File: config.mk
export PLATFORM = sky130hd
export DESIGN_NAME = dram_result_reader
export DESIGN_NICKNAME = d
export VERILOG_FILES = /design/src/rtl/mm_pkg.sv /design/src/rtl/sync_fifo.sv /design/src/rtl/dram_result_reader.sv
export SDC_FILE = /design/constraint.sdc
export NUM_CORES = 1
export LEC_CHECK = 0
export BUFFER_PORTS_ARGS = -buffer_cell sky130_fd_sc_hd__buf_2
export CORE_MARGIN = 4
export CORE_UTILIZATION = 60
export CTS_BUF_LIST = sky130_fd_sc_hd__clkbuf_16
export DETAILED_ROUTE_END_ITERATION = 16
export PLACE_DENSITY = 0.77
export REMOVE_ABC_BUFFERS = 1
export SLEW_MARGIN = 10
export SYNTH_ARGS = -nofsm -noshare
export SYNTH_HDL_FRONTEND = slang
export SYNTH_SLANG_ARGS = --single-unit
File: constraint.sdc
create_clock -name i_clk -period 6.9 [get_ports i_clk]
set_input_delay 0.69 -clock i_clk [delete_from_list [all_inputs] [get_ports i_clk]]
set_output_delay 0.69 -clock i_clk [all_outputs]
set_load 0.05 [all_outputs]
File: src/rtl/mm_pkg.sv
// mm_pkg: shared constants and state encoding for the matrix-multiplier datapath
//   MM_ADDR_W / MM_DATA_W : default DRAM address and data widths
//   MM_*_ADDR / MM_RES_BASE : fixed result header and element locations in DRAM
//   rd_state_t            : result reader state encoding
package mm_pkg;
    localparam int MM_ADDR_W = 16;
    localparam int MM_DATA_W = 8;
    localparam logic [15:0] MM_ROWS_ADDR = 16'd0;
    localparam logic [15:0] MM_COLS_ADDR = 16'd1;
    localparam logic [15:0] MM_RES_BASE = 16'd2;
    typedef enum logic [2:0] {IDLE, RD_HDR, WAIT_HDR, STREAM, DRAIN, DONE} rd_state_t;
endpackage

File: src/rtl/sync_fifo.sv
// sync_fifo: first-word-fall-through FIFO with occupancy count
//   clk, rst_n        : clock, asynchronous active-low reset
//   flush             : synchronous clear of all contents (wins over push/pop)
//   push, wdata       : write port; the caller never pushes when full
//   pop               : consume the head word (ignored when empty)
//   rdata, valid      : head word (0 when empty) and non-empty flag
//   count             : current occupancy
module sync_fifo #(
    parameter int DEPTH = 4,
    parameter int WIDTH = 8
) (
    input  logic                           clk,
    input  logic                           rst_n,
    input  logic                           flush,
    input  logic                           push,
    input  logic [WIDTH-1:0]               wdata,
    input  logic                           pop,
    output logic [WIDTH-1:0]               rdata,
    output logic                           valid,
    output logic [$clog2(DEPTH+1)-1:0]     count
);
    localparam int PW = (DEPTH > 1) ? $clog2(DEPTH) : 1;
    localparam int CW = $clog2(DEPTH + 1);

    logic [WIDTH-1:0] mem [DEPTH];
    logic [PW-1:0] rd_ptr, wr_ptr;
    logic do_pop;

    function automatic logic [PW-1:0] bump(input logic [PW-1:0] p);
        return (p == PW'(DEPTH - 1)) ? '0 : p + 1'b1;
    endfunction

    assign valid  = (count != '0);
    assign rdata  = valid ? mem[rd_ptr] : '0;
    assign do_pop = pop && valid;

    always_ff @(posedge clk) begin
        if (push && !flush) mem[wr_ptr] <= wdata;
    end

    always_ff @(posedge clk or negedge rst_n) begin
        if (!rst_n) begin
            rd_ptr <= '0;
            wr_ptr <= '0;
            count  <= '0;
        end else if (flush) begin
            rd_ptr <= '0;
            wr_ptr <= '0;
            count  <= '0;
        end else begin
            if (push) wr_ptr <= bump(wr_ptr);
            if (do_pop) rd_ptr <= bump(rd_ptr);
            count <= count + CW'(push) - CW'(do_pop);
        end
    end
endmodule

File: src/rtl/dram_result_reader.sv
// dram_result_reader: drains the product matrix from DRAM after the core finishes
//   i_clk, i_rst_n      : core clock, asynchronous active-low reset
//   i_core_busy         : core busy; a falling edge starts a drain, a rise mid-drain aborts
//   o_dram_addr/o_dram_read/i_dram_in : DRAM read port (data RD_LAT cycles after read)
//   o_data/o_valid/i_ready : result byte stream toward the host link
//   o_active            : block owns the DRAM port
//   o_done              : one-cycle pulse after the last byte is accepted
//   o_error             : sticky abort flag, cleared on the next start
module dram_result_reader
    import mm_pkg::*;
#(
    parameter int                ADDR_W     = MM_ADDR_W,
    parameter int                DATA_W     = MM_DATA_W,
    parameter logic [ADDR_W-1:0] ROWS_ADDR  = ADDR_W'(MM_ROWS_ADDR),
    parameter logic [ADDR_W-1:0] COLS_ADDR  = ADDR_W'(MM_COLS_ADDR),
    parameter logic [ADDR_W-1:0] RES_BASE   = ADDR_W'(MM_RES_BASE),
    parameter int                RD_LAT     = 2,
    parameter int                FIFO_DEPTH = 4
) (
    input  logic              i_clk,
    input  logic              i_rst_n,
    input  logic              i_core_busy,
    output logic [ADDR_W-1:0] o_dram_addr,
    output logic              o_dram_read,
    input  logic [DATA_W-1:0] i_dram_in,
    output logic [DATA_W-1:0] o_data,
    output logic              o_valid,
    input  logic              i_ready,
    output logic              o_active,
    output logic              o_done,
    output logic              o_error
);
    localparam int CW = $clog2(FIFO_DEPTH + 1);
    localparam int TW = 2 * DATA_W;
    localparam logic [CW:0] LIMIT = (CW + 1)'(FIFO_DEPTH);

    rd_state_t state, state_n;
    logic busy_q, fall_q, hdr_phase, got_rows;
    logic [RD_LAT-1:0] ret_sr;
    logic [DATA_W-1:0] rows;
    logic [TW-1:0] total, idx, prod;
    logic [CW-1:0] outstanding, fifo_count;
    logic [CW:0] occ;
    logic [ADDR_W-1:0] addr_q;
    logic abort, ret, push, pop, rd_data, hdr_rd, fifo_valid;

    // A rise of busy while we own DRAM means the core restarted under us.
    assign abort   = i_core_busy && state != IDLE && state != DONE;
    assign ret     = ret_sr[RD_LAT-1];
    assign prod    = TW'(rows) * TW'(i_dram_in);
    assign push    = ret && (state == STREAM || state == DRAIN) && !abort;
    assign occ     = {1'b0, fifo_count} + {1'b0, outstanding};
    // Credits cover both buffered bytes and reads still in flight, so the FIFO can never overflow.
    assign rd_data = state == STREAM && !abort && idx < total && occ < LIMIT;
    assign hdr_rd  = state == RD_HDR && !abort;
    assign o_dram_read = hdr_rd || rd_data;
    assign o_dram_addr = !o_dram_read ? addr_q :
                         hdr_rd ? (hdr_phase ? COLS_ADDR : ROWS_ADDR) :
                         RES_BASE + ADDR_W'(idx);
    assign o_valid  = fifo_valid && !abort;
    assign pop      = o_valid && i_ready;
    assign o_active = state != IDLE;
    assign o_done   = state == DONE;

    sync_fifo #(.DEPTH(FIFO_DEPTH), .WIDTH(DATA_W)) u_fifo (
        .clk   (i_clk),
        .rst_n (i_rst_n),
        .flush (abort),
        .push  (push),
        .wdata (i_dram_in),
        .pop   (pop),
        .rdata (o_data),
        .valid (fifo_valid),
        .count (fifo_count)
    );

    always_comb begin
        state_n = state;
        case (state)
            IDLE:     if (fall_q) state_n = RD_HDR;
            RD_HDR:   if (hdr_phase) state_n = WAIT_HDR;
            WAIT_HDR: if (ret && got_rows) state_n = (prod == '0) ? DONE : STREAM;
            STREAM:   if (idx == total) state_n = DRAIN;
            // Leave in the cycle of the final handshake so o_done follows it directly.
            DRAIN:    if (outstanding == '0 && (fifo_count == '0 || (fifo_count == CW'(1) && pop)))
                          state_n = DONE;
            DONE:     state_n = IDLE;
            default:  state_n = IDLE;
        endcase
        if (abort) state_n = IDLE;
    end

    always_ff @(posedge i_clk or negedge i_rst_n) begin
        if (!i_rst_n) begin
            state       <= IDLE;
            busy_q      <= 1'b0;
            fall_q      <= 1'b0;
            hdr_phase   <= 1'b0;
            got_rows    <= 1'b0;
            ret_sr      <= '0;
            rows        <= '0;
            total       <= '0;
            idx         <= '0;
            outstanding <= '0;
            addr_q      <= '0;
            o_error     <= 1'b0;
        end else begin
            state       <= state_n;
            busy_q      <= i_core_busy;
            fall_q      <= busy_q && !i_core_busy;
            hdr_phase   <= hdr_rd && !hdr_phase;
            ret_sr      <= abort ? '0 : RD_LAT'({ret_sr, o_dram_read});
            addr_q      <= o_dram_addr;
            outstanding <= abort ? '0 : outstanding + CW'(rd_data) - CW'(push);
            if (rd_data) idx <= idx + 1'b1;
            if (state == IDLE) begin
                idx      <= '0;
                got_rows <= 1'b0;
            end
            // Header returns arrive in issue order: rows first, then cols.
            if (state == WAIT_HDR && ret && !abort) begin
                if (!got_rows) begin
                    rows     <= i_dram_in;
                    got_rows <= 1'b1;
                end else begin
                    total <= prod;
                end
            end
            if (state == IDLE && fall_q) o_error <= 1'b0;
            if (abort) o_error <= 1'b1;
        end
    end
endmodule

# Word-level counts from Yosys, hierarchy flattened
# Memories as Yosys holds them, arrays and structs flattened.
# Index checks and enable logic that the tools add are counted.
# word_totals
rom_bits,0
wordCells,113
out_inout_bits,29
inputBits,12
n_memories,1
mem_bits_rw,32
reg_bits,76
latchBits,0
# mem_list
memory,depth,word_bits,rd,rd_clocked_by_memory_dff,write_ports,line_no,rtl
u_fifo.mem,4,8,1,0,1,sync_fifo.sv:25,logic [WIDTH-1:0] mem [DEPTH];
# classes
shift,0
n_reduce_logical,39
bitwise,1
addsub,9
mux,30
div_mod_pow,0
eq_ne,15
n_mul,1
n_lt_le_gt_ge,2
# op_table
operator,count
$mux 16,4
$mux 3,9
$logic_and 1x1->1,20
$add 16x1->16 const B,1
$add 2x16->16 const A,1
$eq 16x16->1,1
$logic_not 16->1,1
$lt 16x16->1,1
$mul 8x8->16,1
$pmux 3 s5,1
$mux 2,7
$ne 3x3->1 const B,4
$logic_not 3->1,3
$mux 1,8
$mux 8,1
$reduce_bool 2->1,4
$add 3x1->3,2
$eq 3x1->1 const B,2
$eq 3x2->1 const B,2
$eq 3x3->1 const B,2
$ne 3x2->1 const B,2
$reduce_bool 3->1,2
$sub 3x1->3,2
$reduce_and 5->1,1
8 further kinds,15

# Longest topological paths before layout
# depth
ltp_word,12
ltp_mapped,18

# Hierarchy
# Synthesis repeated with hierarchy kept, for this count alone.
# hier_totals
cells_unflattened,744
area_unflattened_um2,7709.9
# modules_own_cells
module,n_inst,area_each_um2,cells_per_inst
dram_result_reader,1,6032.0,650
sync_fifo,1,1677.9,94

# Worst setup path before layout
# No wires, ideal clock.
# synth_path
path_type,in2reg
start,in i_dram_in[7]
end,reg state[1]
stages,16
path_buffers,1
t_required_ns,6.774
setup_ns,0.126
t_arrival_ns,4.815
path_slack_ns,1.959
cell_sequence,and2_1 > fa_1 > fa_1 > fa_1 > inv_1 > fa_1 > inv_1 > ha_1 > clkbuf_1 > or3_1 > or3_1 > o21ai_0 > xnor2_1 > a21oi_1 > nand4_1 > a221o_1
# synth_between
elab_chain_len,6
# synth_lines
item,line_no,rtl
start: declaration,dram_result_reader.sv:25,"input logic [DATA_W-1:0] i_dram_in,"
$mul 8x8->16,dram_result_reader.sv:50,assign prod = TW'(rows) * TW'(i_dram_in);
$logic_not 16->1,dram_result_reader.sv:82,WAIT_HDR: if (ret && got_rows) state_n = (prod == '0) ? DONE : STREAM;
$mux 3 (2 in a row),dram_result_reader.sv:82,
$pmux 3 s5,dram_result_reader.sv:79,case (state)
$mux 3,dram_result_reader.sv:90,if (abort) state_n = IDLE;
end signal: assignment,dram_result_reader.sv:108,state <= state_n;
end: declaration,dram_result_reader.sv:37,"rd_state_t state, state_n;"
# No other way between the ends. The select of a mux whose other input is x is not followed.
# A chain may end at the register's enable or synchronous reset.

# Worst setup path in the final report
# layout_path
start,reg rows[2]
end,reg state[1]
# layout_between
elab_chain_len,6
# layout_lines
item,line_no,rtl
start: declaration,dram_result_reader.sv:40,logic [DATA_W-1:0] rows;
start signal: assignment,dram_result_reader.sv:123,rows <= i_dram_in;
$mul 8x8->16,dram_result_reader.sv:50,
$logic_not 16->1,dram_result_reader.sv:82,
$mux 3 (2 in a row),dram_result_reader.sv:82,
$pmux 3 s5,dram_result_reader.sv:79,
$mux 3,dram_result_reader.sv:90,
# No other way between the ends. The select of a mux whose other input is x is not followed.

==> results.txt <==
Worst R2R Path Depth: 15
dominant synthesized flop cell: dfrtp_1
final slew viol count: 0
mean post-synth cell area: 10.25 um^2
DR WL/cell: 17.13 um
most used cell, CP: fa_1
post-synthesis sequential area ratio: 37.91%
WS Path Type: register to register
worst skew pair latency: 350 ps
core area: 12160 um^2
number of diodes: 0
GPL Wtd Cong: 0.8391
Sum Neg Setup Slack: 0 ps
# setup viols final: 0
nets@finish: 886
Syn Inst Count: 737
largest net degree at the start of global routing: 77
Yosys reg bits: 108
TritonCTS Buffers: 9
gr ovfl total: 0
FF-to-FF End: state[1]
number of global-route vias before repair: 5798
slowest cell on the critical path: fa_1
PD cells: 212.0 nW/um^2
met1 wire length: 7192 um
Met3 Wirelength: 762 um
Top Metal Used: met4
antenna viol nets, final: 0
actual slew at the worst max-slew pin: 1043 ps
worst vdd rail ir drop: 131.5 uV
Final WS setup: 1837 ps
hold buffer count at cts: 0
antenna violations before repair: 0
Critical path origin: rows[2]
DIE HEIGHT: 120.2 um
# rows: 40
first-pass GRT wire length: 28360 um
most numerous cell in the Yosys netlist: inv_1
drt drc: 0
fraction of layout cells with a size suffix above 1: 11.21%
final worst-path cycle share: 73.38%
clock buffer depth: 2
crit-path cells: and2_1 > fa_1 > fa_1 > fa_1 > inv_1 > fa_1 > inv_1 > ha_1 > a211oi_1 > o21ai_0 > a21o_1 > or3_1 > a21oi_1 > nand4_1 > a221o_1
CP arrival: 5310 ps
postcts setup bufs: 0
WL met2: 7935 um
WL final: 16170 um
Synth async-reset ratio: 70.37%
Die W: 120.2 um
largest area contributor in the netlist: dfrtp_1
Max Freq: 0.1975 GHz
Synth top area share: 25.18%
Worst slew margin: 29.91%
Layout area overhead: 8.284%
Req. time, crit path: 7140 ps
Yosys cell types: 59
Synth Cell Area: 7552 um^2
CP Capture Type: register
Synth area leaders: dfrtp_1 25%, edfxtp_1 13%, ha_1 11%
CP Launch Type: register
DR iter-0 viols: 437
worst r2r src: rows[2]
GRT Overall Usage: 24.55%
Pleak: 3.934 nW
reg2reg setup slack: 1840 ps
register clock-pin slew on the reported worst setup and hold paths: 70 ps
die area: 14450 um^2
end of the critical path: state[1]
most instantiated cells after synthesis: 80 x inv_1, 76 x dfrtp_1, 65 x ha_1
DP Worst Slack: 1513 ps
Yosys warning total: 0
final hold vios: 0
H-tree depth: 3
PortBufs: 40
CP Max Fanout: 9
CTS tree: built
CTS Root Cell: clkbuf_16
Pre-antenna DRT Iters: 5
clk sinks: 108
RSZ-0062 raised after global routing: false
starting density of the core: 62.10%
slowest stage delay, CP: 540 ps
Tmin final: 5063 ps
post-CTS resize count: 0
max_cap viols: 0
io pins: 41
Vias per Instance: 5.916
dpl hpwl: 12100 um
number of synthesized flops with an enable pin: 32
status: finished, final reports clean
Hold Path Class: register to register
clk_skew: 6.765 ps
via count of the routed design: 5585
final cells by class:
cell class	count	area, um^2
fill	980	3984
tap	168	210.2
clock inverter	6	27.53
timing repair buffer	43	225.2
clock buffer	10	250.2
multi-input combinational	526	4290
inverter	83	311.5
sequential	108	2863
worst min-delay path by stage:
| stage | startpoint | end | slack, ps | depth (start not counted) |
|---|---|---|---|---|
| final | ret_sr[0] | ret_sr[1] | 470 | 1 |
| after global routing | ret_sr[0] | ret_sr[1] | 500 | 1 |
| after CTS | ret_sr[0] | ret_sr[1] | 470 | 1 |
| after detailed placement | ret_sr[0] | ret_sr[1] | 450 | 1 |
| after global placement | ret_sr[0] | ret_sr[1] | 440 | 1 |
| after floorplan | i_rst_n | addr_q[0] | 390 | 0 |
where the power goes:
group / internal [W] / total (W) / switching, W
combinational: 0.000171 / 0.000502 / 0.000330
clock: 0.000262 / 0.000489 / 0.000227
sequential: 0.000690 / 0.000743 / 0.0000534
total: 0.00112 / 0.00173 / 0.000611
flip-flops by register name, indices dropped and copies added (netlist names):
register,count
hdr_phase,1
rows,8
addr_q,16
total,16
state,3
idx,16
ret_sr,2
got_rows,1
u_fifo.wr_ptr,2
u_fifo.mem,32
outstanding,3
u_fifo.rd_ptr,2
u_fifo.count,3
fall_q,1
o_error,1
busy_q,1
per-layer routing:
layer / vias to the layer above / global-route usage, %
met5: - / 0
met4: 0 / 8.304
met3: 22 / 3.789
met2: 144 / 39.52
met1: 2827 / 34.27
li1: 2592 / -
layout by cell type, fill, tap and decap left out, types with 8 or more instances in the layout:
cell       synthesis  layout
a211oi_1          15      15
dfrtp_1           76      76
ha_1              65      65
edfxtp_1          32      32
and3_1            11      11
nand3_1           15      15
inv_1             80      80
xor2_1            12      12
mux2_2            11      11
o21ai_0           34      34
mux4_2             8       8
nand2_1           64      64
xnor2_1           18      18
nor2b_1           15      15
and2_1            58      58
a21oi_1           22      22
a31oi_1            9       9
fa_1              38      38
clkbuf_16          0      10
nor2_1            50      50
buf_2              3      39
critical path, delay by kind of cell (launching register included):
kind            cells  cell delay (ps)
compound gates      5             1140
fa+ha+maj           5             2450
buf+inv             2               90
flops               1              490
simple gates        3              770
cells by family (layout without fill, tap and decap cells):
group / after synthesis / in the layout / synth area share (%)
flip-flops: 108 / 108 / 37.91
buffers and inverters: 103 / 142 / 5.368
AO/OA/AOI/OAI: 115 / 115 / 10.02
AND/OR/NAND/NOR: 257 / 257 / 18.09
multiplexers: 21 / 21 / 4.291
XOR/XNOR: 30 / 30 / 3.479
adder cells (fa/ha/maj): 103 / 103 / 20.84
stage by stage:
stage / utilization, % / cells / area, um^2 / power (W) / hold WS (ps)
6_report: 67.24 / 944 / 8178 / 0.001733 / 473.4
2_1_floorplan: - / 717 / 7458 / 0.001120 / 394.4
3_3_place_gp: 64.96 / 928 / 7900 / 0.001239 / 443.2
4_1_cts: 67.24 / 944 / 8178 / 0.001747 / 472.9
3_5_place_dp: 64.96 / 928 / 7900 / 0.001260 / 450.8
5_1_grt: 67.24 / 944 / 8178 / 0.001824 / 504.2
Note: power is estimated with default switching activity, not from simulation.
